## src/rtl/xor_rx_decrypt.sv

```systemverilog
// Serial frame receiver that XORs the captured frame with a serially loaded, replicated key.
// Define XOR_RX_DECRYPT_EN to apply the key; when undefined the raw frame is presented.
module xor_rx_decrypt #(
  parameter int MSG_SIZE = 64,
  parameter int KEY_SIZE = 8,
  localparam int CW  = $clog2(MSG_SIZE) + 1,
  localparam int KCW = $clog2(KEY_SIZE) + 1
) (
  input  logic                iClk,
  input  logic                iRst,
  input  logic                iEn,
  input  logic                iSerial_in,
  input  logic                iSerial_flag,
  input  logic                iKey_in,
  input  logic                iLoad_key,
  input  logic                iReady,
  output logic [MSG_SIZE-1:0] oData,
  output logic                oValid,
  output logic                oKey_ready,
  output logic [CW-1:0]       oBit_count,
  output logic                oFrame_err,
  output logic                oOverrun
);

  typedef enum logic [1:0] {IDLE, RECV, HOLD} state_t;

  state_t              state;
  logic [MSG_SIZE-1:0] frame_q;
  logic [MSG_SIZE-1:0] frame_nxt;
  logic [MSG_SIZE-1:0] key_mask;
  logic [KEY_SIZE-1:0] key_q;
  logic [KCW-1:0]      key_cnt;
  logic                load_d;

  assign frame_nxt  = {frame_q[MSG_SIZE-2:0], iSerial_in};
  assign oKey_ready = (key_cnt == KCW'(KEY_SIZE));

`ifdef XOR_RX_DECRYPT_EN
  assign key_mask = {(MSG_SIZE/KEY_SIZE){key_q}};
`else
  logic unused_key;
  assign unused_key = ^key_q;
  assign key_mask   = '0;
`endif

  // Key shifter: a fresh iLoad_key burst after a complete key restarts the count with this bit.
  always_ff @(posedge iClk or negedge iRst) begin
    if (!iRst) begin
      key_q   <= '0;
      key_cnt <= '0;
      load_d  <= 1'b0;
    end else if (iEn) begin
      load_d <= iLoad_key;
      if (iLoad_key) begin
        key_q <= {key_q[KEY_SIZE-2:0], iKey_in};
        if (!load_d && oKey_ready)
          key_cnt <= KCW'(1);
        else if (!oKey_ready)
          key_cnt <= key_cnt + KCW'(1);
      end
    end
  end

  always_ff @(posedge iClk or negedge iRst) begin
    if (!iRst) begin
      state      <= IDLE;
      frame_q    <= '0;
      oData      <= '0;
      oValid     <= 1'b0;
      oBit_count <= '0;
      oFrame_err <= 1'b0;
      oOverrun   <= 1'b0;
    end else if (iEn) begin
      oFrame_err <= 1'b0;
      oOverrun   <= 1'b0;
      case (state)
        IDLE: begin
          if (iSerial_flag) begin
            frame_q    <= frame_nxt;
            oBit_count <= CW'(1);
            state      <= RECV;
          end
        end
        RECV: begin
          if (iSerial_flag) begin
            frame_q    <= frame_nxt;
            oBit_count <= oBit_count + CW'(1);
            // Key is sampled in the same cycle the last bit lands
            if (oBit_count == CW'(MSG_SIZE - 1)) begin
              oData  <= frame_nxt ^ key_mask;
              oValid <= 1'b1;
              state  <= HOLD;
            end
          end else begin
            oFrame_err <= 1'b1;
            oBit_count <= '0;
            state      <= IDLE;
          end
        end
        HOLD: begin
          if (iSerial_flag)
            oOverrun <= 1'b1;
          if (iReady) begin
            oValid     <= 1'b0;
            oBit_count <= '0;
            state      <= IDLE;
          end
        end
        default: state <= IDLE;
      endcase
    end
  end

endmodule
```

## config.mk

```make
export PLATFORM = sky130hd
export DESIGN_NAME = xor_rx_decrypt
export DESIGN_NICKNAME = d
export VERILOG_FILES = /design/src/rtl/xor_rx_decrypt.sv
export SDC_FILE = /design/constraint.sdc
export NUM_CORES = 1
export LEC_CHECK = 0
export BUFFER_PORTS_ARGS = -buffer_cell sky130_fd_sc_hd__buf_2
export CORE_MARGIN = 4
export CORE_UTILIZATION = 35
export DETAILED_ROUTE_END_ITERATION = 10
export PLACE_DENSITY = 0.62
export SLEW_MARGIN = 20
export SYNTH_ARGS = -nofsm -noshare
export SYNTH_HDL_FRONTEND = slang
export SYNTH_SLANG_ARGS = --single-unit
```

## constraint.sdc

```tcl
create_clock -name iClk -period 2 [get_ports iClk]
set_clock_uncertainty 0.2 [all_clocks]
set_input_delay 0.4 -clock iClk [delete_from_list [all_inputs] [get_ports iClk]]
set_output_delay 0.4 -clock iClk [all_outputs]
set_load 0.05 [all_outputs]
```

==> results by group, run 1 <==
Status
  • Status: complete, no violations

Detailed routing
  • Avg WL per Cell: 15.7 microns
  • Initial DRC count: 108
  • Final WL: around 11 mm
  • Vias post-DR: 3335
  • Post-route ant nets: 0
  • Drc violations: 0
  • TritonRoute pass-1 iters: 4
  • Vias per cell: 4.64

Global route
  • Vias in the first global route: 3555
  • Initial antenna violation count: 0
  • Global route overflow: 0
  • First-pass GRT wire length: between 15 and 20 mm
  • Gr usage total: 12.2%
  • Largest net degree at the start of global routing: 64

Power
  • Peak supply drop: between 0.5 and 0.6 mV
  • Pleak: 3.89 nW
  • Int Power: 0.00580 W
  • Reg power frac: between 40 and 50%
  • Power density over the cells: 1010 nW/um^2
  • Switching pwr: 0.00186 W
  • Clock power frac: 44.7%
  • Switching share of power: 24.2%
  • Comb pwr share: 12.1%

Place
  • Placed Area: roughly 6800 sq um
  • IO Port Bufs: 81
  • Setup WS pre-CTS: -0.0397 ns
  • HPWL Detailed: a little over 7 mm
  • RePlAce Congestion: 0.754

Synthesis
  • Sequential area share after synthesis: approximately three fifths
  • Post-Synth Adder-Cell Area: 1.67%
  • Synth top area cells: dfrtp_1 60%, mux2_4 15%, mux2_2 13%
  • Ys async rst share: 100%
  • Synth area leader: dfrtp_1
  • Syn avg cell area: 16.1 sq um
  • Predominant post-synthesis flop cell: dfrtp_1
  • Synth Area in XOR/XNOR: 0%
  • Syn nets: 388
  • Post-synthesis cell area: 6000 sq um
  • Synth Area in Compound Gates: 2.29%
  • Simple-gate share of the synthesized area: around 4.1%
  • Post-Synthesis Cells: 372
  • Multiplexer area fraction after synthesis: roughly 28%
  • FF+latch count, synth: 144
  • YS warnings: 0
  • Area fraction of the dominant cell type after synthesis: 60.1%
  • Distinct cell type count after synthesis: 32
  • Post-synth EDFFs: 0
  • Main combinational cell family by area after synthesis: multiplexers

Setup path
  • Critical path arrival: between 2 and 2.5 ns
  • Worst setup SP type: flop
  • WP buf/inv: 2
  • Crit Path Max Fanout: 11
  • Slowest cell on the critical path: dfrtp_2
  • Worst path cell trace: ha_4 -> nand3_4 -> nor3_4 -> and4_4 -> buf_12 -> clkbuf_16 -> mux2_4
  • CP max stage delay: 0.38 ns
  • Worst setup EP type: flop
  • CP Class: flop to flop
  • Worst EP required: between 2 and 2.5 ns
  • Delay-heaviest family, CP: simple AND/OR/NAND/NOR gates

Clock network
  • Cts bufs inserted: 17
  • Root Driver: clkbuf_16
  • Skew-Pair Late Insertion Delay: 0.41 ns
  • CTS tree: yes
  • H-tree levels: 4
  • Clock Pin Slew Worst Setup and Hold Paths: ~0.06 ns
  • Buffers from clock root to sink, at most: 2
  • Sink Count: 144

Timing
  • Final WS setup: 0.0142 ns
  • Tcrit/Tclk final: approximately 100%
  • Setup violations, final: 0
  • Slew of the pin with the lowest slew margin: 0.498 ns
  • RSZ-0062 raised after global routing: yes
  • Fin. max-slew vios: 0
  • Rel. slew slack: 66.8%
  • Minimum clock period after layout: approximately 2.0 ns
  • Max Freq: 0.504 GHz
  • Final Hold Fails: 0

Floorplanning
  • Die W: 139 microns
  • Initial Util: a little over a third
  • Die area: around 19000 sq um
  • Row cnt: 47
  • Ports: 83
  • Core Region: approximately 17000 sq um
  • Die Ht: 139 microns

Min path
  • HP Class: primary input to flop

Final layout
  • Syn-to-layout area delta: 26.1%
  • Post-route cell area: 7560 sq um
  • Fin nets: 503
  • Fill cell count: 1501
  • Register area: between 3000 and 4000 sq um
  • Share of layout cells above drive strength 1: 57.9%
  • Area of the multi-input gates: between 2000 and 2500 sq um
  • N_diodes: 0

Job
  • Number of max-cap violations: 0
-- kinds of logic (layout without fill, tap and decap cells) --
logic type               after synthesis  in the layout
flip-flops                           144            144
multiplexers                         130            130
AND/OR/NAND/NOR                       44             44
buffers and inverters                 24            151
AO/OA/AOI/OAI                         22             22
adder cells (fa/ha/maj)                8              8
-- sequential cells by signal (all words and copies together) (netlist names) --
name,cells
oValid,1
state,2
oData,64
oOverrun,1
key_cnt,4
oBit_count,7
load_d,1
oFrame_err,1
frame_q,63
-- cell type report --
cell class	instances	share of cell area (%)
sequential	144	47.7
multi-input combinational	204	29.5
timing repair buffer	113	10.4
clock buffer	20	5.91
tap	220	3.64
clock inverter	11	2.46
inverter	7	0.347
-- per-layer routing --
metal,share of wire (%),global-route usage (%),vias up
met1,47,16.4,1707
met3,4.2,3.90,11
li1,-,-,1547
met5,0,0,-
met2,47,18.6,70
met4,1.1,4.27,0
-- Yosys cell counts, types with 2 or more instances --
cell type / count
mux2_4: 60
dfrtp_1: 144
buf_12: 7
nand3_1: 13
nand2b_1: 2
inv_1: 7
nand2_1: 11
a21oi_1: 3
nor2_1: 3
nor2b_1: 3
buf_2: 6
o21ai_0: 11
mux2_2: 70
a32o_1: 2
ha_1: 8
clkbuf_1: 3
and3_1: 4
-- per-stage QoR --
step,util [%],hold slack [ns],std cells,setup TNS [ns],total power (W)
floorplan,-,-0.0956,372,-10.99,0.00389
global placement,40.5,0.186,678,0,0.00416
detailed placement,40.5,0.196,678,-0.788,0.00421
CTS,44.5,0.0170,712,-0.740,0.00772
global route,45.3,0.0386,719,-1.72,0.00802
finish,45.3,0.0443,719,0,0.00766
-- worst register-to-register path: stages, from the launching register on --
cell and delay, ns:
dfrtp_2 0.38, ha_4 0.16, nand3_4 0.09, nor3_4 0.15, and4_4 0.26, buf_12 0.14, clkbuf_16 0.19, mux2_4 0.30
-- layout by cell type (no fill, tap or decap), drive strengths merged --
| cell type | n |
|---|---|
| a21o | 2 |
| a21oi | 3 |
| a31oi | 1 |
| a32o | 2 |
| and3 | 4 |
| and3b | 1 |
| and4 | 1 |
| buf | 110 |
| bufinv | 5 |
| clkbuf | 22 |
| clkinv | 4 |
| clkinvlp | 1 |
| dfrtp | 144 |
| dlygate4sd3 | 1 |
| ha | 8 |
| inv | 8 |
| mux2 | 130 |
| nand2 | 11 |
| nand2b | 2 |
| nand3 | 14 |
| nand3b | 1 |
| nand4 | 1 |
| nor2 | 3 |
| nor2b | 3 |
| nor3 | 2 |
| o21a | 1 |
| o21ai | 11 |
| o221ai | 1 |
| o41ai | 1 |
| or4 | 1 |
-- path summary, 6_finish.rpt --
kind	start	endpoint	slack (ns)	cells after the start
setup reg to reg	oBit_count[0]	oData[61]	0.01	7
hold / removal	iSerial_in	frame_q[0]	0.04	2
min in group asynchronous	iRst	frame_q[16]	0.30	2
max in group asynchronous	iRst	oData[33]	0.74	3
setup / recovery	oBit_count[0]	oData[61]	0.01	7
hold reg to reg	oBit_count[5]	oBit_count[5]	0.30	1
-- power by group through the flow --
stage	registers [W]	clock network, W	logic (W)
after floorplan	0.00340	0	0.000496
after global placement	0.00336	0	0.000793
after detailed placement	0.00338	0	0.000833
after CTS	0.00332	0.00351	0.000896
after global routing	0.00335	0.00364	0.00103
final	0.00331	0.00342	0.000924
-- timing repair --
action,CTS,global route
gates resized for setup,4,12
pin swaps,1,2
buffers inserted,2,5
endpoints found under the hold margin,44,0
setup endpoints to repair,54,64
hold buffers,1,0
cloned,0,2
Note: power is estimated with default switching activity, not from simulation.
==> run 2, diff against run 1 <==
--- a/config.mk
+++ b/config.mk
@@ -5,11 +5,12 @@
 export SDC_FILE = /design/constraint.sdc
 export NUM_CORES = 1
 export LEC_CHECK = 0
+export ABC_CLOCK_PERIOD_IN_PS = 2000
 export BUFFER_PORTS_ARGS = -buffer_cell sky130_fd_sc_hd__buf_2
 export CORE_MARGIN = 4
 export CORE_UTILIZATION = 35
 export DETAILED_ROUTE_END_ITERATION = 10
-export PLACE_DENSITY = 0.62
+export PLACE_DENSITY = 0.6
 export SLEW_MARGIN = 20
 export SYNTH_ARGS = -nofsm -noshare
 export SYNTH_HDL_FRONTEND = slang
==> run 2 against run 1 <==
  * The flow now finishes with violations (setup timing)
  * Clock power grew 5%
  * Die area is the same
  * Final area shrank 0.31%
  * Critical path depth is the same
  * First-iteration DRC count grew 35%
  * Utilization shrank 0.14 points
  * Flip-flop and latch count is the same
  * Global-route usage shrank 0.94 points
  * Maximum frequency shrank 2.2%
  * Worst setup slack lost 0.044 ns
  * Via count shrank 1.9%
  * Critical path type unchanged
  * Critical endpoint is now oData[39]
  * Largest power group unchanged
==> results by group, run 2 (same netlist as run 1, synthesis figures left out) <==
Global route
  • First-pass GRT wire length: 17.8 mm (-6.2%)
  • Initial antenna violation count: 0 (unchanged)
  • Vias in the first global route: 3417 (-3.9%)
  • Largest net degree at the start of global routing: 61 (-4.7%)
  • Global route overflow: 0 (unchanged)
  • Gr usage total: 11.2% (-0.94 points)

Final layout
  • N_diodes: 0 (unchanged)
  • Largest Register: oData
  • Commonest cells after routing, fill and taps aside: 137 x dfrtp_1, 79 x buf_2, 67 x mux2_2
  • Max reg flops: 64 (unchanged)
  • Fin nets: 495 (-1.6%)
  • Share of layout cells above drive strength 1: 57.0% (-0.89 points)
  • Syn-to-layout area delta: 25.7%
  • Largest regs: oData (64), frame_q (63), oBit_count (7)
  • Most common cell after layout, fill and taps aside: dfrtp_1
  • Finished Layout Cells: 711 (-1.1%)
  • Post-route cell area: 7540 sq um (-0.31%)
  • Fill cell count: 1510 (+0.60%)

Place
  • Dpl cells: 671 (-1.0%)
  • RePlAce Congestion: 0.764 (+1.4%)
  • HPWL Detailed: 6.79 mm (-6.2%)
  • Placed Area: 6720 sq um (-0.59%)
  • IO Port Bufs: 81 (unchanged)

Setup path
  • Crit path from: oBit_count[1]
  • Worst EP required: 2.09 ns (about the same)
  • Crit Path Max Fanout: 18 (+7)
  • Worst path depth: 7 (unchanged)
  • R2R depth: 7 (unchanged)
  • CP Class: flop to flop
  • Worst path cell trace: ha_4 -> nand3_4 -> nor3_4 -> and4_4 -> buf_12 -> buf_16 -> mux2_4
  • Delay-heaviest family, CP: simple AND/OR/NAND/NOR gates
  • Slowest cell on the critical path: dfrtp_2
  • WP buf/inv: 2 (unchanged)
  • Worst setup EP type: flop
  • RR Startpoint: oBit_count[1]
  • Worst setup SP type: flop
  • CP max stage delay: 0.40 ns (+0.02 ns)
  • Critical path arrival: 2.12 ns (+0.04 ns)

Clock network
  • Sink Count: 144 (unchanged)
  • Clock Pin Slew Worst Setup and Hold Paths: 0.06 ns (about the same)
  • Cts bufs inserted: 17 (unchanged)
  • H-tree levels: 4 (unchanged)
  • CTS tree: yes
  • Buffers from clock root to sink, at most: 2 (unchanged)
  • Root Driver: clkbuf_16
  • Skew-Pair Late Insertion Delay: 0.41 ns (about the same)

Floorplanning
  • Core Region: 16700 sq um (unchanged)
  • Initial Util: 35.9% (unchanged)
  • Ports: 83 (unchanged)
  • Row cnt: 47 (unchanged)
  • Die Ht: 139 microns (unchanged)
  • Die area: 19300 sq um (unchanged)
  • Die W: 139 microns (unchanged)

Min path
  • Hold Startpoint: iSerial_in
  • WHS Path Cells: 2 (unchanged)
  • HP Class: primary input to flop

Timing
  • Hold slack: 0.0448 ns (+0.000515 ns)
  • Rel. slew slack: 74.8% (+8.0 points)
  • Fin. max-slew vios: 0 (unchanged)
  • Minimum clock period after layout: 2.03 ns (+0.0444 ns)
  • Max Freq: 0.493 GHz (-2.2%)
  • RSZ-0062 raised after global routing: yes
  • Final WS setup: -0.0302 ns (-0.0444 ns)
  • Final Hold Fails: 0 (unchanged)
  • Setup violations, final: 20 (+20)
  • Tcrit/Tclk final: 102% (+2.2 points)
  • Slew of the pin with the lowest slew margin: 0.378 ns (-0.121 ns)

Detailed routing
  • Top Layer Used: met4
  • Final WL: 10.7 mm (-5.4%)
  • Avg WL per Cell: 15.0 microns (-4.4%)
  • WL met1: 5.19 mm (-2.8%)
  • Post-route ant nets: 0 (unchanged)
  • Initial DRC count: 146 (+35%)
  • Drc violations: 0 (unchanged)
  • Routed met2 length: 4.94 mm (-7.9%)
  • TritonRoute pass-1 iters: 4 (unchanged)
  • Vias per cell: 4.60 (-0.82%)
  • Vias post-DR: 3271 (-1.9%)
  • WL met3: 459 microns (-4.2%)

Status
  • Status: complete, but fails checks
  • Failing checks: setup timing

Power
  • Int Power: 0.00598 W (+3.1%)
  • Peak supply drop: 0.556 mV (-5.0%)
  • Clock power frac: 46.1% (+1.4 points)
  • Comb pwr share: 11.4% (-0.7 points)
  • Switching share of power: 23.2% (-1.0 points)
  • Power density over the cells: 1030 nW/um^2 (+2.0%)
  • Pleak: 3.87 nW (-0.42%)
  • Reg power frac: 42.5% (-0.8 points)
  • Switching pwr: 0.00181 W (-2.6%)

Job
  • Number of max-cap violations: 0 (unchanged)
-- run 2: changes by cell type in the layout (fill, tap and decap cells not counted), moves of 2 or more --
cell	previous run	this run
clkbuf_8	1	3
buf_4	19	13
inv_1	4	6
clkinv_2	4	2
inv_2	3	1
buf_6	5	3
-- run 2: what timing repair did --
action,CTS,global route
cloned,0,3
setup buffers,1,4
endpoints found under the setup margin,42,67
pin swaps,1,0
hold buffers,1,0
endpoints found under the hold margin,37,0
resized for setup,7,5
-- run 2: path summary, 6_finish.rpt --
path                            endpoint  slack [ns]
hold reg to reg            oBit_count[5]        0.29
setup / recovery               oData[39]       -0.03
min in group asynchronous    frame_q[18]        0.27
setup reg to reg               oData[39]       -0.03
hold / removal                frame_q[0]        0.04
max in group asynchronous    frame_q[47]        0.70
-- run 2: cell type report --
type	count	area (sq um)	area share (%)
inverter	7	26.3	0.348
multi-input combinational	204	2220	29.4
sequential	144	3610	47.9
clock buffer	21	470	6.24
timing repair buffer	105	729	9.67
clock inverter	10	206	2.74
tap	220	275	3.65
-- run 2: metal layers --
layer,vias to the layer above,track usage (%)
li1,1542,-
met1,1659,15.3
met2,62,16.8
met3,8,3.72
met4,0,3.86
met5,-,0
-- run 2: through the flow --
step	setup WS, ns	power [W]	TNS [ns]	utilization, %
global route	-0.0983	0.00815	-2.29	45.1
detailed placement	-0.0579	0.00419	-0.940	40.2
CTS	-0.0579	0.00788	-1.17	44.5
finish	-0.0302	0.00779	-0.380	45.1
floorplan	-0.178	0.00389	-10.99	-
global placement	-0.0356	0.00415	-0.0642	40.2
-- run 2: power by group through the flow --
stage,registers (W),logic (W),clock network (W)
final,0.00331,0.000886,0.00359
after floorplan,0.00340,0.000496,0
after global placement,0.00336,0.000788,0
after detailed placement,0.00337,0.000823,0
after CTS,0.00332,0.000869,0.00369
after global routing,0.00335,0.000977,0.00382
==> run 3, diff against run 2 <==
--- a/config.mk
+++ b/config.mk
@@ -9,6 +9,7 @@
 export BUFFER_PORTS_ARGS = -buffer_cell sky130_fd_sc_hd__buf_2
 export CORE_MARGIN = 4
 export CORE_UTILIZATION = 35
+export CTS_BUF_LIST = sky130_fd_sc_hd__clkbuf_4
 export DETAILED_ROUTE_END_ITERATION = 10
 export PLACE_DENSITY = 0.6
 export SLEW_MARGIN = 20
==> run 3 against run 2 <==
  * The run still ends with setup timing left
  * Via count increased by 2.2%
  * First-iteration DRC count decreased by 36%
  * Clock-buffer cell count decreased by 3
  * Routed wire length increased by 5.8%
  * Hold slack improved by 0.045 ns
  * Clock power decreased by 37%
  * Register-to-register slack got worse by 0.04 ns
  * Sequential power about the same
  * Flip-flop and latch count unchanged
==> results by group, run 3 (same netlist as run 1, synthesis figures left out) <==
Final layout
  • Syn-to-layout area delta: 25.3%
  • Fill cell count: 1523 (+0.86%)
  • Post-layout util: 45.0% (-0.13 points)
  • Share of layout cells above drive strength 1: 57.9% (+0.85 points)
  • Max reg flops: 64 (unchanged)
  • Largest Register: oData
  • Post-route cell area: 7520 sq um (-0.30%)
  • Commonest cells after routing, fill and taps aside: 137 x dfrtp_1, 76 x buf_2, 66 x mux2_2
  • Most common cell after layout, fill and taps aside: dfrtp_1
  • Fin nets: 512 (+3.4%)
  • Largest regs: oData (64), frame_q (63), oBit_count (7)

Detailed routing
  • Final WL: 11.3 mm (+5.8%)
  • Drc violations: 0 (unchanged)
  • Vias post-DR: 3342 (+2.2%)
  • Initial DRC count: 94 (-36%)
  • Vias per cell: 4.58 (-0.35%)
  • TritonRoute pass-1 iters: 4 (unchanged)
  • Avg WL per Cell: 15.5 microns (+3.2%)
  • Post-route ant nets: 0 (unchanged)

Floorplanning
  • Core Region: 16700 sq um (unchanged)
  • Die area: 19300 sq um (unchanged)
  • Initial Util: 35.9% (unchanged)
  • Ports: 83 (unchanged)
  • Row cnt: 47 (unchanged)
  • Die W: 139 microns (unchanged)
  • Die Ht: 139 microns (unchanged)

Setup path
  • Reg2Reg Setup Slack: -0.07 ns (-0.04 ns)
  • CP Class: flop to output port
  • Crit Path Max Fanout: 2 (-16)
  • Worst setup EP type: output port
  • Critical path arrival: 1.55 ns (-0.57 ns)
  • Worst setup SP type: flop
  • Worst EP required: 1.40 ns (-0.69 ns)

Clock network
  • Skew-Pair Late Insertion Delay: 0.53 ns (+0.12 ns)
  • Root Driver: clkbuf_4
  • H-tree levels: 4 (unchanged)
  • Buffers from clock root to sink, at most: 2 (unchanged)
  • CTS tree: yes
  • Sink Count: 144 (unchanged)
  • Clock Pin Slew Worst Setup and Hold Paths: 0.12 ns (+0.06 ns)
  • Cts bufs inserted: 17 (unchanged)

Timing
  • Minimum clock period after layout: 2.15 ns (+0.115 ns)
  • Max Freq: 0.466 GHz (-5.4%)
  • Setup violations, final: 62 (+210%)
  • Rel. slew slack: 74.7% (-0.15 points)
  • RSZ-0062 raised after global routing: yes
  • Final WS setup: -0.146 ns (-0.115 ns)
  • Slew of the pin with the lowest slew margin: 0.380 ns (+0.00224 ns)
  • Fin. max-slew vios: 0 (unchanged)
  • Final Hold Fails: 0 (unchanged)
  • Tcrit/Tclk final: 107% (+5.8 points)

Power
  • Switching share of power: 25.9% (+2.7 points)
  • Total power: 0.00654 W (-16%)
  • Comb pwr share: 15.0% (+3.6 points)
  • Pleak: 3.85 nW (-0.39%)
  • Peak supply drop: 0.516 mV (-7.2%)
  • Switching pwr: 0.00169 W (-6.4%)
  • Int Power: 0.00485 W (-19%)
  • Power density over the cells: 870 nW/um^2 (-16%)
  • Clock power frac: 34.5% (-12 points)
  • Reg power frac: 50.5% (+8.0 points)

Place
  • RePlAce Congestion: 0.764 (unchanged)
  • HPWL Detailed: 6.79 mm (unchanged)
  • IO Port Bufs: 81 (unchanged)
  • Placed Area: 6720 sq um (unchanged)
  • Setup WS pre-CTS: -0.0579 ns (unchanged)

Status
  • Status: complete, but fails checks
  • Failing checks: setup timing

Global route
  • Initial antenna violation count: 1 (+1)
  • Largest net degree at the start of global routing: 61 (unchanged)
  • Global route overflow: 0 (unchanged)
  • Gr usage total: 12.1% (+0.87 points)
  • First-pass GRT wire length: 18.7 mm (+5.5%)
  • Vias in the first global route: 3525 (+3.2%)

Min path
  • HP Class: primary input to flop

Job
  • Number of max-cap violations: 0 (unchanged)
run 3: area by class of cell:
cell class | count | area [sq um] | area share [%]
Sequential cell | 144 | 3610 | 48.1
Multi-Input combinational cell | 204 | 2230 | 29.6
Timing Repair Buffer | 122 | 1020 | 13.6
Tap cell | 220 | 275 | 3.66
Clock inverter | 13 | 218 | 2.90
Clock buffer | 18 | 135 | 1.80
Inverter | 7 | 26.3 | 0.350
Antenna cell | 1 | 2.50 | 0.0333
run 3: timing repair:
| item | 4_1_cts | 5_1_grt |
|---|---|---|
| resized for setup | 23 | 8 |
| hold buffers | 4 | 0 |
| endpoints found under the setup margin | 66 | 54 |
| endpoints found under the hold margin | 149 | 0 |
| buffers inserted | 11 | 3 |
| gates cloned | 6 | 3 |
| pin swaps | 2 | 3 |
run 3: through the flow:
stage               std cells  TNS (ns)  hold WS (ns)
finish                    729     -1.92        0.0897
global route              729     -5.89        0.0236
CTS                       723     -2.11       0.00900
detailed placement        671    -0.940         0.141
global placement          671   -0.0642         0.134
floorplan                 372    -10.99       -0.0956
run 3: power by group through the flow:
stage / Combinational [W] / Clock [W] / Sequential, W
finish: 0.000984 / 0.00225 / 0.00330
global route: 0.00108 / 0.00246 / 0.00334
CTS: 0.000950 / 0.00234 / 0.00330
detailed placement: 0.000823 / 0 / 0.00337
global placement: 0.000788 / 0 / 0.00336
floorplan: 0.000496 / 0 / 0.00340
run 3: worst max-delay path, cell delays in order, from the launching register on:
cell and delay, ns:
dfrtp_1 0.42, inv_1 0.07, ha_2 0.16, and3b_2 0.22, buf_8 0.15
run 3: metal layers:
metal	share of wire, %	routed length, microns	vias to the layer above	GRT usage, %
li1	-	-	1579	-
met1	47	5360	1690	16.1
met2	47	5330	61	18.5
met5	0	0	-	0
met3	4.2	480	12	4.03
met4	1.3	144	0	4.27
run 3: final timing paths:
check,cells past startpoint,from,endpoint
hold / removal,3,iEn,load_d
max in group asynchronous,3,iRst,oData[52]
setup / recovery,4,key_cnt[0],oKey_ready
setup reg to reg,7,oBit_count[0],oData[18]
hold reg to reg,1,oBit_count[5],oBit_count[5]
min in group asynchronous,2,iRst,frame_q[18]
